<file path="config.mk">
export PLATFORM = sky130hd
export DESIGN_NAME = tetris_move_dispatcher_flat
export DESIGN_NICKNAME = d
export VERILOG_FILES = /design/src/rtl/tetris_move_dispatcher_if.sv /design/src/rtl/tetris_move_dispatcher.sv /design/src/flat_wrapper.sv
export SDC_FILE = /design/constraint.sdc
export NUM_CORES = 1
export LEC_CHECK = 0
export CAP_MARGIN = 5
export CORE_ASPECT_RATIO = 0.5
export CORE_UTILIZATION = 58
export DETAILED_ROUTE_END_ITERATION = 10
export MAX_ROUTING_LAYER = met4
export PLACE_DENSITY = 0.75
export SLEW_MARGIN = 25
export SYNTH_ARGS = -nofsm -noshare
export SYNTH_HDL_FRONTEND = slang
export SYNTH_SLANG_ARGS = --single-unit
</file>
<file path="constraint.sdc">
create_clock -name clk -period 4.5 [get_ports clk]
set_input_delay 1.35 -clock clk [delete_from_list [all_inputs] [get_ports clk]]
set_output_delay 1.35 -clock clk [all_outputs]
set_load 0.005 [all_outputs]
</file>
<file path="src/rtl/tetris_move_dispatcher_if.sv">
// Handshake bundle between the controller input stage, the move dispatcher and the game FSM.
// The master side drives frame ticks, button codes and ready; the slave side returns the command stream.
interface tetris_move_dispatcher_if;
  logic       frame_tick;
  logic [3:0] button_code;
  logic       cmd_ready;
  logic       cmd_valid;
  logic [2:0] cmd;
  logic       overflow;
  logic [2:0] fifo_count;

  modport master (
    output frame_tick, button_code, cmd_ready,
    input  cmd_valid, cmd, overflow, fifo_count
  );

  modport slave (
    input  frame_tick, button_code, cmd_ready,
    output cmd_valid, cmd, overflow, fifo_count
  );
endinterface

</file>
<file path="src/rtl/tetris_move_dispatcher.sv">
// Converts per-frame button codes into game commands with delayed auto-shift on Left/Right/Down,
// and queues them in a small FIFO that the game FSM drains through a valid/ready handshake.
module tetris_move_dispatcher #(
  parameter int unsigned DAS_FRAMES = 16,
  parameter int unsigned ARR_FRAMES = 6,
  parameter int unsigned FIFO_DEPTH = 4
) (
  input logic                   clk,
  input logic                   reset,
  tetris_move_dispatcher_if.slave bus
);

  localparam int unsigned PTR_W  = $clog2(FIFO_DEPTH);
  localparam int unsigned CNT_W  = $clog2(FIFO_DEPTH + 1);
  localparam int unsigned MAX_FR = (DAS_FRAMES > ARR_FRAMES) ? DAS_FRAMES : ARR_FRAMES;
  localparam int unsigned RPT_W  = $clog2(MAX_FR + 1);

  typedef enum logic [1:0] {IDLE, DELAY, REPEAT} state_e;

  state_e             state, state_nxt;
  logic [3:0]         prev_code, prev_nxt;
  logic [RPT_W-1:0]   rpt_cnt, rpt_nxt, rpt_inc_c;
  logic [3:0]         code_c;
  logic               push_c;
  logic [2:0]         push_cmd_c;

  logic [2:0]         mem [FIFO_DEPTH];
  logic [PTR_W-1:0]   wr_ptr, rd_ptr, wr_nxt, rd_nxt;
  logic [CNT_W-1:0]   count, count_nxt;
  logic               cmd_valid_q, overflow_q;
  logic [2:0]         cmd_q, head_nxt;
  logic               pop_c, do_push_c, drop_c;

  // Button code to game command: A, B, Select, Start, Up, Down, Left, Right
  function automatic logic [2:0] map_cmd(input logic [3:0] c);
    case (c)
      4'd1:    return 3'd0;
      4'd2:    return 3'd1;
      4'd3:    return 3'd7;
      4'd4:    return 3'd6;
      4'd5:    return 3'd5;
      4'd6:    return 3'd4;
      4'd7:    return 3'd2;
      4'd8:    return 3'd3;
      default: return 3'd0;
    endcase
  endfunction

  always_ff @(posedge clk) begin
    if (reset) begin
      state     <= IDLE;
      prev_code <= 4'd0;
      rpt_cnt   <= '0;
    end else begin
      state     <= state_nxt;
      prev_code <= prev_nxt;
      rpt_cnt   <= rpt_nxt;
    end
  end

  // Press / DAS / repeat decisions, evaluated only on frame ticks
  always_comb begin
    state_nxt  = state;
    prev_nxt   = prev_code;
    rpt_nxt    = rpt_cnt;
    push_c     = 1'b0;
    code_c     = ((bus.button_code >= 4'd1) && (bus.button_code <= 4'd8)) ? bus.button_code : 4'd0;
    push_cmd_c = map_cmd(code_c);
    rpt_inc_c  = rpt_cnt + RPT_W'(1);
    if (bus.frame_tick) begin
      prev_nxt = code_c;
      if (code_c == 4'd0) begin
        state_nxt = IDLE;
        rpt_nxt   = '0;
      end else if (code_c != prev_code) begin
        push_c    = 1'b1;
        rpt_nxt   = '0;
        state_nxt = (code_c >= 4'd6) ? DELAY : IDLE;
      end else begin
        case (state)
          IDLE: ;
          DELAY: begin
            if (rpt_inc_c == RPT_W'(DAS_FRAMES)) begin
              push_c    = 1'b1;
              rpt_nxt   = '0;
              state_nxt = REPEAT;
            end else begin
              rpt_nxt = rpt_inc_c;
            end
          end
          REPEAT: begin
            if (rpt_inc_c == RPT_W'(ARR_FRAMES)) begin
              push_c  = 1'b1;
              rpt_nxt = '0;
            end else begin
              rpt_nxt = rpt_inc_c;
            end
          end
          default: state_nxt = IDLE;
        endcase
      end
    end
  end

  // FIFO bookkeeping; the head is pre-computed so cmd comes straight from a flop
  always_comb begin
    pop_c     = cmd_valid_q & bus.cmd_ready;
    do_push_c = push_c & ((count < CNT_W'(FIFO_DEPTH)) | pop_c);
    drop_c    = push_c & ~do_push_c;
    count_nxt = count + CNT_W'(do_push_c) - CNT_W'(pop_c);
    wr_nxt    = do_push_c ? wr_ptr + PTR_W'(1) : wr_ptr;
    rd_nxt    = pop_c ? rd_ptr + PTR_W'(1) : rd_ptr;
    head_nxt  = cmd_q;
    if (count_nxt != '0) begin
      if (do_push_c && (wr_ptr == rd_nxt)) head_nxt = push_cmd_c;
      else                                  head_nxt = mem[rd_nxt];
    end
  end

  always_ff @(posedge clk) begin
    if (!reset && do_push_c) mem[wr_ptr] <= push_cmd_c;
  end

  always_ff @(posedge clk) begin
    if (reset) begin
      wr_ptr      <= '0;
      rd_ptr      <= '0;
      count       <= '0;
      cmd_valid_q <= 1'b0;
      cmd_q       <= 3'd0;
      overflow_q  <= 1'b0;
    end else begin
      wr_ptr      <= wr_nxt;
      rd_ptr      <= rd_nxt;
      count       <= count_nxt;
      cmd_valid_q <= (count_nxt != '0);
      cmd_q       <= head_nxt;
      overflow_q  <= overflow_q | drop_c;
    end
  end

  assign bus.cmd_valid  = cmd_valid_q;
  assign bus.cmd        = cmd_q;
  assign bus.overflow   = overflow_q;
  assign bus.fifo_count = 3'(count);

endmodule
</file>
<file path="src/flat_wrapper.sv">
// flat-port wrapper written by rule: the top's interface ports become plain ports
module tetris_move_dispatcher_flat 
#(
  parameter int unsigned DAS_FRAMES = 16,
  parameter int unsigned ARR_FRAMES = 6,
  parameter int unsigned FIFO_DEPTH = 4
)
  (clk, reset, bus_frame_tick, bus_button_code, bus_cmd_ready, bus_cmd_valid, bus_cmd, bus_overflow, bus_fifo_count);
  tetris_move_dispatcher_if bus_i ();
  input logic clk;
  input logic reset;
  input wire logic [$bits(bus_i.frame_tick)-1:0] bus_frame_tick;
  input wire logic [$bits(bus_i.button_code)-1:0] bus_button_code;
  input wire logic [$bits(bus_i.cmd_ready)-1:0] bus_cmd_ready;
  output wire logic [$bits(bus_i.cmd_valid)-1:0] bus_cmd_valid;
  output wire logic [$bits(bus_i.cmd)-1:0] bus_cmd;
  output wire logic [$bits(bus_i.overflow)-1:0] bus_overflow;
  output wire logic [$bits(bus_i.fifo_count)-1:0] bus_fifo_count;
  assign bus_i.frame_tick = bus_frame_tick;
  assign bus_i.button_code = bus_button_code;
  assign bus_i.cmd_ready = bus_cmd_ready;
  assign bus_cmd_valid = bus_i.cmd_valid;
  assign bus_cmd = bus_i.cmd;
  assign bus_overflow = bus_i.overflow;
  assign bus_fifo_count = bus_i.fifo_count;
  tetris_move_dispatcher #(.DAS_FRAMES(DAS_FRAMES), .ARR_FRAMES(ARR_FRAMES), .FIFO_DEPTH(FIFO_DEPTH)) u_core (.clk(clk), .reset(reset), .bus(bus_i));
endmodule
</file>
-- Word level (Yosys, flattened, before mapping)
Memory sizes are Yosys's and may differ from the RTL's. A register that Yosys moved wholly into a read port is not among the register bits.
Cells that the tools add are included.
W data, S select, Z words.
- register bits: 20
- RAM bits: 12
- memory bits (read-only): 48
- input bits: 8
- output and inout port bits: 8
- memories kept: 2
- memories (memory ; words ; width ; read ports ; clocked after Yosys merged registers in ; wr ports ; line ; text):
    (no name shown) ; 16 ; 3 ; 1 ; 0 ; 0 ; tetris_move_dispatcher.sv:36 ; case (c)
    u_core.mem ; 4 ; 3 ; 1 ; 1 ; 1 ; tetris_move_dispatcher.sv:27 ; logic [2:0] mem [FIFO_DEPTH];
- add/sub/neg operators: 5
- $lt $le $gt $ge: 4
- equality and inequality tests: 7
- muxes and demuxes: 20
- bitwise logic cells: 6
- reduce and logical (&&, ||, !) cells: 10
- operator list (kind ; count):
    $mux W5 ; 4
    $pmux W5 S2 ; 1
    $mux W1 ; 8
    $mux W2 ; 4
    $add A5 B1 Y5 const B ; 1
    $eq A5 B3 Y1 const B ; 1
    $eq A5 B5 Y1 const B ; 1
    $add A2 B1 Y2 const B ; 2
    $ge A4 B1 Y1 const B ; 1
    $ge A4 B3 Y1 const B ; 1
    $le A4 B4 Y1 const B ; 1
    $logic_not A4 Y1 ; 1
    $mux W4 ; 1
    $ne A4 B1 Y1 const B ; 1
    $ne A4 B4 Y1 ; 1
    $pmux W2 S2 ; 1
    $reduce_bool A4 Y1 ; 1
    $add A3 B1 Y3 ; 1
    $and A1 B1 Y1 ; 3
    $lt A3 B3 Y1 const B ; 1
    $ne A3 B1 Y1 const B ; 1
    $reduce_and A3 Y1 ; 1
    $reduce_bool A3 Y1 ; 1
    $sub A3 B1 Y3 ; 1
    other kinds (10) ; 12

-- Longest topological paths before layout
Gate-level depths: netlist (run 1).
- word-level depth: 11
- gate-level depth with buffers: 15
- depth with buffers taken out: 15

-- Worst setup path before layout (run 1)
No wires, ideal clock.
- path type: input port to flip-flop
- from: in bus_button_code[1]
- to: reg u_core.cmd_q[2] (netlist: u_core.bus.cmd[2]), read port of u_core.mem
- arrival: 3950 ps
- required time: 4414 ps
- setup slack: 464 ps
- stages: 14
- path buffers: 1
- path through: buf_4 -> or4b_4 -> and3_4 -> nor2_8 -> o21ai_2 -> a21oi_4 -> ha_1 -> inv_1 -> fa_1 -> xor2_1 -> xnor2_1 -> and3b_1 -> a41oi_1 -> a211oi_1
- cells in the longest elaborated chain, start to end: 11
- ends and longest elaborated chain (element ; line ; text):
    from (decl) ; flat_wrapper.sv:13 ; input wire logic [$bits(bus_i.button_code)-1:0] bus_button_code;
    $ge A4 B1 Y1 / $le A4 B4 Y1 (equally long branches) ; tetris_move_dispatcher.sv:67 ; code_c = ((bus.button_code >= 4'd1) && (bus.button_code <= 4'd8)) ? bus.button_code : 4'd0;
    $logic_and A1 B1 Y1 ; tetris_move_dispatcher.sv:67 ;
    $mux W4 (*) ; tetris_move_dispatcher.sv:67 ;
    $ne A4 B4 Y1 ; tetris_move_dispatcher.sv:75 ; end else if (code_c != prev_code) begin
    $mux W1 ; tetris_move_dispatcher.sv:75 ;
    $mux W1 (*) ; tetris_move_dispatcher.sv:72 ; if (code_c == 4'd0) begin
    $mux W1 (*) ; tetris_move_dispatcher.sv:70 ; if (bus.frame_tick) begin
    $and A1 B1 Y1 (*) ; tetris_move_dispatcher.sv:108 ; do_push_c = push_c & ((count < CNT_W'(FIFO_DEPTH)) | pop_c);
    $add A3 B1 Y3 (*) ; tetris_move_dispatcher.sv:110 ; count_nxt = count + CNT_W'(do_push_c) - CNT_W'(pop_c);
    $sub A3 B1 Y3 (*) ; tetris_move_dispatcher.sv:110 ;
    $reduce_bool A3 Y1 (*) ; tetris_move_dispatcher.sv:114 ; if (count_nxt != '0) begin
    to (decl) ; tetris_move_dispatcher.sv:31 ; logic [2:0] cmd_q, head_nxt;
Mark *: on every way between the ends. The rest lies on a longest branch, timed or not.
A chain may end at the register's enable or synchronous reset.

-- Final worst setup path (run 1)
- from: in bus_button_code[2]
- to: reg u_core.cmd_q[2] (netlist: u_core.bus.cmd[2]), read port of u_core.mem
The elaborated chain is that of the path after synthesis.

==> flow_summary.json, run 1 <==
{
  "slew_headroom_pct": 68.1,
  "cts_buffers": 5,
  "fp-row-count": 15,
  "p_leak_nw": 1.02,
  "cts_tree": "yes",
  "cap_violations": 0,
  "ctsLongestPathBuffers": 2,
  "worstMarginPinSlew_ns": 0.478,
  "synth_top_area_share_pct": 20.6,
  "power_per_cell_area_mw_per_mm2": 392,
  "drt_iter0_markers": 88,
  "critPathTopFamily": "simple AND/OR/NAND/NOR gates",
  "die_h_um": 45.9,
  "status": "finished, final reports clean",
  "slew_violations": 0,
  "synthDistinctLibCells": 62,
  "cts.clk_slew.worst_paths_ns": 0.07,
  "areaGrowthSynthToFinish_pct": 15.6,
  "rr_worst_depth": 14,
  "routedWlPerCell_um": 15.6,
  "clock-sinks": 35,
  "grt_pass1_wl_um": 8030,
  "chipWidth_um": 89.7,
  "max_stage_delay_ns": 0.58,
  "drtPass1Iterations": 4,
  "drc": 0,
  "die-area_mm2": 0.00411,
  "crit_required_ns": 4.71,
  "period_minus_slack_ns": 4.21,
  "ant_nets": 0,
  "dp_hpwl_um": 3730,
  "dp_cells": 307,
  "cts_setup_buffers": 0,
  "grt_max_degree": 17,
  "r2r_start": "u_core.rpt_cnt[0]",
  "skew_ns": 0.00969,
  "vias": 1852,
  "reg2reg_to": "u_core.bus.cmd[2]",
  "crit_chain": "clkdlybuf4s50_1 > or4b_4 > and3_4 > nor2_8 > o21ai_2 > a21oi_4 > ha_1 > inv_1 > fa_1 > xor2_1 > xnor2_1 > and3b_1 > a41oi_1 > a211oi_1",
  "core_mm2": 0.00355,
  "post-place-ws_ns": -0.0154,
  "synth_area_leader_cell": "dfxtp_1",
  "ys_seq_area_share_pct": 36.8,
  "ctsResizeCount": 0,
  "min-delay-start": "u_core.bus.overflow",
  "holdPathEnd": "u_core.bus.overflow",
  "cts-root-buf": "clkbuf_8",
  "crit_buf_inv": 2,
  "worstSkewPairLatency_ns": 0.29,
  "syn-cell-area_mm2": 0.00223,
  "drive_above_1_share_pct": 14.8,
  "crit_slowest_cell": "or4b_4",
  "finalSetupViolations": 0,
  "path_max_fanout": 5,
  "rsz0062_at_grt": "false",
  "hold_violations": 0,
  "ys_ff_latch": 35,
  "synth_edf_count": 12,
  "grt_usage_pct": 26.7,
  "synthTopCellsByCount": "30 x nor2_1, 23 x dfxtp_1, 16 x ha_1",
  "grt_pass1_vias": 1716,
  "yosys_warnings": 0,
  "reg2reg_slack_ns": 1.24,
  "final_net_count": 288,
  "dominantRegCellSynth": "dfxtp_1",
  "hold_path_depth": 2,
  "avgViaCountPerCell": 5.88,
  "hold_path.class": "flip-flop to flip-flop",
  "hold_buffers": 0,
  "gp_congestion": 0.900,
  "initial_utilization_pct": 62.9,
  "antenna_found_initial": 0,
  "layout_setup_ws_ns": 0.290,
  "yosys-top-cells-area": "dfxtp_1 21%, edfxtp_1 16%, ha_1 9.0%",
  "ir_worst_vdd_mv": 0.174,
  "io-pin-count": 16,
  "start_kind": "primary input",
  "synth_most_common_cell": "nor2_1",
  "cts_max_level": 2,
  "netlist_instances": 238,
  "stdcell_count": 315,
  "fmax_ghz": 0.238,
  "async_reset_ff_share_pct": 0,
  "synth.avg_cell_area_um2": 9.37,
  "grt_overflow_total": 0,
  "crit_arrival_ns": 4.42,
  "crit_path_end_kind": "flip-flop",
  "cp_num_cells": 14,
  "wl_um": 4920,
  "synth_nets": 263,
  "period_share_pct": 93.6,
  "io_buffers": 15,
  "diodes": 0,
  "worstSetupPathType": "primary input to flip-flop"
}
## cell type report
class	count	area, um^2
Timing Repair Buffer	27	240
Sequential cell	35	821
Inverter	15	56.3
Fill cell	259	967
Multi-Input combinational cell	179	1310
Tap cell	51	63.8
Clock buffer	6	72.6
Clock inverter	2	12.5
## logic make-up after synthesis
logic type	after synthesis	synth area share (%)
mux	11	5.22
simple gates	85	21.8
fa+ha+maj	17	9.87
flops	35	36.8
xor+xnor	8	3.14
buf+inv	24	4.32
compound gates	58	18.8
## per-stage QoR
stage	util (%)	power, mW	hold WS, ns	cell area [um^2]	setup TNS (ns)
floorplan	-	0.656	0.465	2230	0
global placement	70.3	0.775	0.485	2490	0
detailed placement	70.3	0.792	0.480	2490	-0.0154
CTS	72.7	1.01	0.497	2580	0
global route	72.7	1.07	0.521	2580	0
finish	72.7	1.01	0.494	2580	0
## worst reg2reg max path, cell delays in order, from the launching register on
cell and delay [ns]:
dfxtp_1 0.50, ha_1 0.36, xor2_1 0.23, nand4_1 0.12, o32ai_1 0.18, o21ai_2 0.17
a21oi_4 0.15, ha_1 0.16, inv_1 0.05, fa_1 0.37, xor2_1 0.16, xnor2_1 0.24
and3b_1 0.22, a41oi_1 0.05, a211oi_1 0.24
## how the worst max path moves through the flow
stage	start	to	slack, ns
after CTS	bus_button_code[2]	u_core.bus.cmd[0]	0.29
final	bus_button_code[2]	u_core.bus.cmd[2]	0.29
after floorplan	bus_button_code[1]	u_core.bus.cmd[2]	0.46
after global routing	bus_button_code[3]	u_core.bus.cmd[2]	0.06
after global placement	bus_button_code[2]	u_core.bus.cmd[2]	0.11
after detailed placement	bus_button_code[2]	u_core.bus.cmd[0]	-0.02
## registers in the layout, indices dropped and copies added, names as in the netlist
signal / flops
u_core.bus.cmd: 3
u_core.bus.cmd_valid: 1
u_core.bus.fifo_count: 3
u_core.bus.overflow: 1
u_core.mem: 12
u_core.prev_code: 4
u_core.rd_ptr: 2
u_core.rpt_cnt: 5
u_core.state: 2
u_core.wr_ptr: 2
## power by group
part / internal (mW) / switching, mW
clock network: 0.108 / 0.117
registers: 0.366 / 0.0416
logic: 0.186 / 0.193
## placed cells by master, fill, tap and decap left out, types with 3 or more instances in the layout
cell type	n
mux2_2	5
mux2i_1	6
ha_1	16
and3_1	4
clkbuf_8	5
o21ai_0	13
nor3_1	4
o211ai_1	3
nand2b_1	5
nand3_1	6
edfxtp_1	12
nor3b_1	3
nand4_1	4
o21ai_2	3
nor2_1	30
clkdlybuf4s50_1	15
o221ai_1	3
o22ai_1	4
nor2b_1	3
a21oi_1	11
buf_4	12
xnor2_1	4
inv_1	14
dfxtp_1	23
xor2_1	4
nand2_1	10
## layer usage
metal	track usage, %	up-vias	part of all wire (%)
met1	31.7	871	48
li1	-	918	-
met4	9.84	0	1.5
met3	7.00	8	4.8
met2	45.4	55	46
met5	-	-	0
Note: power is estimated with default switching activity, not from simulation.
==> run 2, diff against run 1 <==
--- a/config.mk
+++ b/config.mk
@@ -6,7 +6,7 @@
 export NUM_CORES = 1
 export LEC_CHECK = 0
 export CAP_MARGIN = 5
-export CORE_ASPECT_RATIO = 0.5
+export CORE_ASPECT_RATIO = 1.1
 export CORE_UTILIZATION = 58
 export DETAILED_ROUTE_END_ITERATION = 10
 export MAX_ROUTING_LAYER = met4
==> flow_summary.json, run 2 (synthesis results as in run 1) <==
{
  "start_kind": "primary input",
  "cts.clk_slew.worst_paths_ns": 0.07,
  "ctsResizeCount": 0,
  "grt_pass1_vias": 1764,
  "path_max_fanout": 5,
  "initial_utilization_pct": 61.0,
  "crit_chain": "clkdlybuf4s50_1 > or4b_4 > and3_4 > nor2_8 > o21ai_2 > a21oi_4 > ha_1 > inv_1 > fa_1 > xor2_1 > xnor2_1 > and3b_1 > a41oi_1 > a211oi_1",
  "die_h_um": 67.0,
  "status": "finished, final reports clean",
  "hold_path.class": "flip-flop to flip-flop",
  "final_net_count": 291,
  "reg2reg_to": "u_core.bus.cmd[2]",
  "period_minus_slack_ns": 4.23,
  "crit_required_ns": 4.70,
  "largest_reg_flops": 12,
  "crit_slowest_cell": "or4b_4",
  "gp_congestion": 0.846,
  "crit_arrival_ns": 4.43,
  "drtPass1Iterations": 4,
  "cts-root-buf": "clkbuf_8",
  "skew_ns": 0.00768,
  "setup_tns_ns": 0,
  "slew_violations": 0,
  "vias": 1861,
  "mostFrequentLayoutCells": "30 x nor2_1, 23 x dfxtp_1, 16 x ha_1",
  "crit_path_end_kind": "flip-flop",
  "routedWlPerCell_um": 14.5,
  "largestRegisters": "u_core.mem x12, u_core.rpt_cnt x5, u_core.prev_code x4",
  "cap_violations": 0,
  "io_buffers": 15,
  "critPathCapture": "u_core.bus.cmd[2]",
  "max_stage_delay_ns": 0.58,
  "power_per_cell_area_mw_per_mm2": 388,
  "dp_hpwl_um": 3510,
  "largest-register": "u_core.mem",
  "cts_max_level": 2,
  "drive_above_1_share_pct": 15.4,
  "rr_worst_depth": 14,
  "fin_hold_ws_ns": 0.501,
  "drc": 0,
  "reg2reg_slack_ns": 1.23,
  "ctsLongestPathBuffers": 2,
  "avgViaCountPerCell": 5.87,
  "fin_total_pwr_mw": 1.01,
  "worstMarginPinSlew_ns": 0.488,
  "fp-row-count": 23,
  "finalSetupViolations": 0,
  "cts_setup_buffers": 0,
  "core_mm2": 0.00365,
  "grt_usage_pct": 25.9,
  "slew_headroom_pct": 67.4,
  "hold_violations": 0,
  "worstSkewPairLatency_ns": 0.29,
  "r2r_start": "u_core.rpt_cnt[0]",
  "chipWidth_um": 61.1,
  "cts_buffers": 5,
  "clock-sinks": 35,
  "ir_worst_vdd_mv": 0.192,
  "grt_pass1_wl_um": 7580,
  "ant_nets": 0,
  "antenna_found_initial": 0,
  "wl_um": 4610,
  "cts_tree": "yes",
  "io-pin-count": 16,
  "period_share_pct": 93.9,
  "die-area_mm2": 0.00410,
  "areaGrowthSynthToFinish_pct": 16.4,
  "worstSetupPathType": "primary input to flip-flop",
  "diodes": 0,
  "grt_overflow_total": 0,
  "drt_iter0_markers": 132,
  "grt_max_degree": 17,
  "crit_start": "bus_button_code[2]",
  "fmax_ghz": 0.237,
  "hold_buffers": 0,
  "p_leak_nw": 1.03,
  "rsz0062_at_grt": "false",
  "final_common_cell": "nor2_1"
}
## run 2: cell count changes in the layout (fill, tap and decap cells not counted), sizes merged
| cell | change |
|---|---|
| buf | +3 |
| clkbuf | +1 |
| clkinvlp | -1 |
## run 2: metal layers
layer / global-route usage, % / wire [um]
met1: 28.7 / 2040
met2: 43.2 / 2320
met3: 6.60 / 169
met4: 11.1 / 82
met5: - / 0
## run 2: where the power goes
| part | total [mW] | switching [mW] | internal (mW) |
|---|---|---|---|
| logic | 0.381 | 0.190 | 0.191 |
| clock network | 0.218 | 0.110 | 0.109 |
| registers | 0.409 | 0.0429 | 0.366 |
## run 2: worst min path at each step
| stage | from | endpoint | cells after the start |
|---|---|---|---|
| final | u_core.bus.cmd[1] | u_core.bus.cmd[1] | 2 |
| after global routing | u_core.bus.cmd[1] | u_core.bus.cmd[1] | 2 |
| after CTS | u_core.bus.cmd[1] | u_core.bus.cmd[1] | 2 |
| after detailed placement | u_core.bus.cmd[1] | u_core.bus.cmd[1] | 2 |
| after global placement | u_core.state[1] | u_core.state[1] | 2 |
| after floorplan | u_core.bus.overflow | u_core.bus.overflow | 2 |
## run 2: final cells by class
type	count	area, um^2
flip-flops and latches	35	821
repair buffers	30	263
inverters	15	56.3
clock inverters	1	5.00
clock buffers	7	76.3
well taps	50	62.6
multi-input cells	179	1310
fillers	306	1060
## run 2: worst max-delay path, delay by kind of cell
| kind | cells | cell delay [ns] |
|---|---|---|
| simple gates | 4 | 1.14 |
| fa+ha+maj | 2 | 0.52 |
| compound gates | 4 | 0.51 |
| buf+inv | 2 | 0.48 |
| xor+xnor | 2 | 0.42 |
## run 2: through the flow
step	area, um^2	setup slack [ns]	std cells	utilization [%]
2_1_floorplan	2230	0.464	238	-
3_3_place_gp	2520	0.123	309	68.8
3_5_place_dp	2520	0.0285	309	68.8
4_1_cts	2600	0.286	317	71.1
5_1_grt	2600	0.0748	317	71.1
6_report	2600	0.273	317	71.1
==> run 3, diff against run 2 <==
--- a/config.mk
+++ b/config.mk
@@ -7,10 +7,12 @@
 export LEC_CHECK = 0
 export CAP_MARGIN = 5
 export CORE_ASPECT_RATIO = 1.1
+export CORE_MARGIN = 2
 export CORE_UTILIZATION = 58
 export DETAILED_ROUTE_END_ITERATION = 10
 export MAX_ROUTING_LAYER = met4
 export PLACE_DENSITY = 0.75
+export SETUP_SLACK_MARGIN = 0.15
 export SLEW_MARGIN = 25
 export SYNTH_ARGS = -nofsm -noshare
 export SYNTH_HDL_FRONTEND = slang
==> flow_summary.json, run 3 (synthesis results as in run 1) <==
{
  "status": "finished, final reports clean",
  "grt_pass1_wl_um": 7890,
  "grt_max_degree": 17,
  "period_minus_slack_ns": 4.26,
  "grt_pass1_vias": 1709,
  "hold_violations": 0,
  "crit_path_end_kind": "flip-flop",
  "initial_utilization_pct": 61.0,
  "r2r_start": "u_core.rpt_cnt[0]",
  "dpl_cell_area_mm2": 0.00252,
  "dp_hpwl_um": 3280,
  "cts_tree": "yes",
  "rsz0062_at_grt": "false",
  "rr_worst_depth": 14,
  "ir_worst_vdd_mv": 0.165,
  "gp_congestion": 0.823,
  "num-fill-cells": 287,
  "skew_ns": 0.0114,
  "largest-register": "u_core.mem",
  "die-area_mm2": 0.00436,
  "multi_input_area_mm2": 0.00133,
  "path_max_fanout": 5,
  "chipWidth_um": 63.1,
  "drt_iter0_markers": 187,
  "drive_above_1_share_pct": 17.5,
  "io_buffers": 15,
  "diodes": 0,
  "drtPass1Iterations": 4,
  "start_kind": "primary input",
  "ant_nets": 0,
  "hold_path_depth": 2,
  "io-pin-count": 16,
  "crit_required_ns": 4.70,
  "fmax_ghz": 0.234,
  "cts_buffers": 5,
  "power_per_cell_area_mw_per_mm2": 400,
  "worstSetupPathType": "primary input to flip-flop",
  "hold_path.class": "flip-flop to flip-flop",
  "routedWlPerCell_um": 13.9,
  "clock-sinks": 35,
  "vias": 1796,
  "finalSetupViolations": 0,
  "die_h_um": 69.0,
  "p_leak_nw": 1.05,
  "wl_um": 4410,
  "setup_tns_ns": 0,
  "crit_slowest_cell": "or4b_4",
  "cts_max_level": 2,
  "drc": 0,
  "finish.instance_area_mm2": 0.00264,
  "core_mm2": 0.00365,
  "worstMarginPinSlew_ns": 0.485,
  "cts.clk_slew.worst_paths_ns": 0.07,
  "grt_usage_pct": 23.1,
  "cap_violations": 0,
  "max_stage_delay_ns": 0.58,
  "crit_arrival_ns": 4.46,
  "worstSkewPairLatency_ns": 0.29,
  "largest_reg_flops": 12,
  "final_common_cell": "nor2_1",
  "crit_chain": "clkdlybuf4s50_1 > or4b_4 > and3_4 > nor2_8 > o21ai_2 > a21oi_4 > ha_1 > inv_1 > fa_1 > xor2_1 > xnor2_1 > and3b_1 > a41oi_1 > a211oi_1",
  "ctsLongestPathBuffers": 2,
  "reg2reg_slack_ns": 1.28,
  "areaGrowthSynthToFinish_pct": 18.5,
  "grt_overflow_total": 0,
  "fin_hold_ws_ns": 0.493,
  "reg2reg_to": "u_core.bus.cmd[2]",
  "slew_violations": 0,
  "holdPathEnd": "u_core.bus.overflow",
  "antenna_found_initial": 0,
  "slew_headroom_pct": 67.6,
  "min-delay-start": "u_core.bus.overflow",
  "avgViaCountPerCell": 5.65,
  "period_share_pct": 94.8,
  "cts-root-buf": "clkbuf_8",
  "largestRegisters": "u_core.mem x12, u_core.rpt_cnt x5, u_core.prev_code x4",
  "final_net_count": 292,
  "fp-row-count": 23,
  "mostFrequentLayoutCells": "30 x nor2_1, 23 x dfxtp_1, 16 x buf_4",
  "regArea_um2": 821
}
-- run 3: what timing repair did --
item                       4_1_cts  5_1_grt
hold endpoints to repair         0        0
setup buffers                    0        1
setup endpoints to repair        0        2
hold buffers                     0        0
resized for setup                0        3
-- run 3: worst max path at each step --
| stage | from | end | slack (ns) |
|---|---|---|---|
| after global routing | bus_button_code[2] | u_core.bus.cmd[0] | 0.14 |
| after global placement | bus_button_code[2] | u_core.bus.cmd[2] | 0.13 |
| final | bus_button_code[2] | u_core.bus.cmd[2] | 0.24 |
| after floorplan | bus_button_code[1] | u_core.bus.cmd[2] | 0.46 |
| after CTS | bus_button_code[2] | u_core.bus.cmd[2] | 0.28 |
| after detailed placement | bus_button_code[2] | u_core.bus.cmd[2] | 0.02 |
-- run 3: per-stage QoR --
stage | util, % | std cells | setup WS [ns] | power (mW)
floorplan | - | 238 | 0.464 | 0.656
global placement | 68.8 | 309 | 0.128 | 0.778
detailed placement | 68.8 | 309 | 0.0236 | 0.789
CTS | 71.7 | 317 | 0.276 | 1.04
global route | 72.3 | 318 | 0.140 | 1.13
finish | 72.3 | 318 | 0.235 | 1.06
-- run 3: power breakdown --
group / internal (mW) / total, mW / switching (mW)
Sequential: 0.366 / 0.408 / 0.0422
Combinational: 0.207 / 0.401 / 0.194
Clock: 0.140 / 0.249 / 0.109
-- run 3: layer usage --
metal | wire [um] | GRT usage [%]
met1 | 1940 | 28.2
met2 | 2210 | 36.9
met3 | 144 | 4.89
met4 | 112 | 9.88
met5 | 0 | -
-- run 3: worst max-delay path, delay by kind of cell --
family / cells / cell delay, ns
fa+ha+maj: 2 / 0.56
xor+xnor: 2 / 0.45
simple gates: 4 / 1.14
compound gates: 4 / 0.50
buf+inv: 2 / 0.47
-- run 3: final cells by class --
cell class                 instances  area share (%)
tap                               50            2.37
inverter                          15            2.13
timing repair buffer              31            10.2
clock buffer                       7            3.65
multi-input combinational        179            50.3
sequential                        35            31.1
clock inverter                     1           0.237
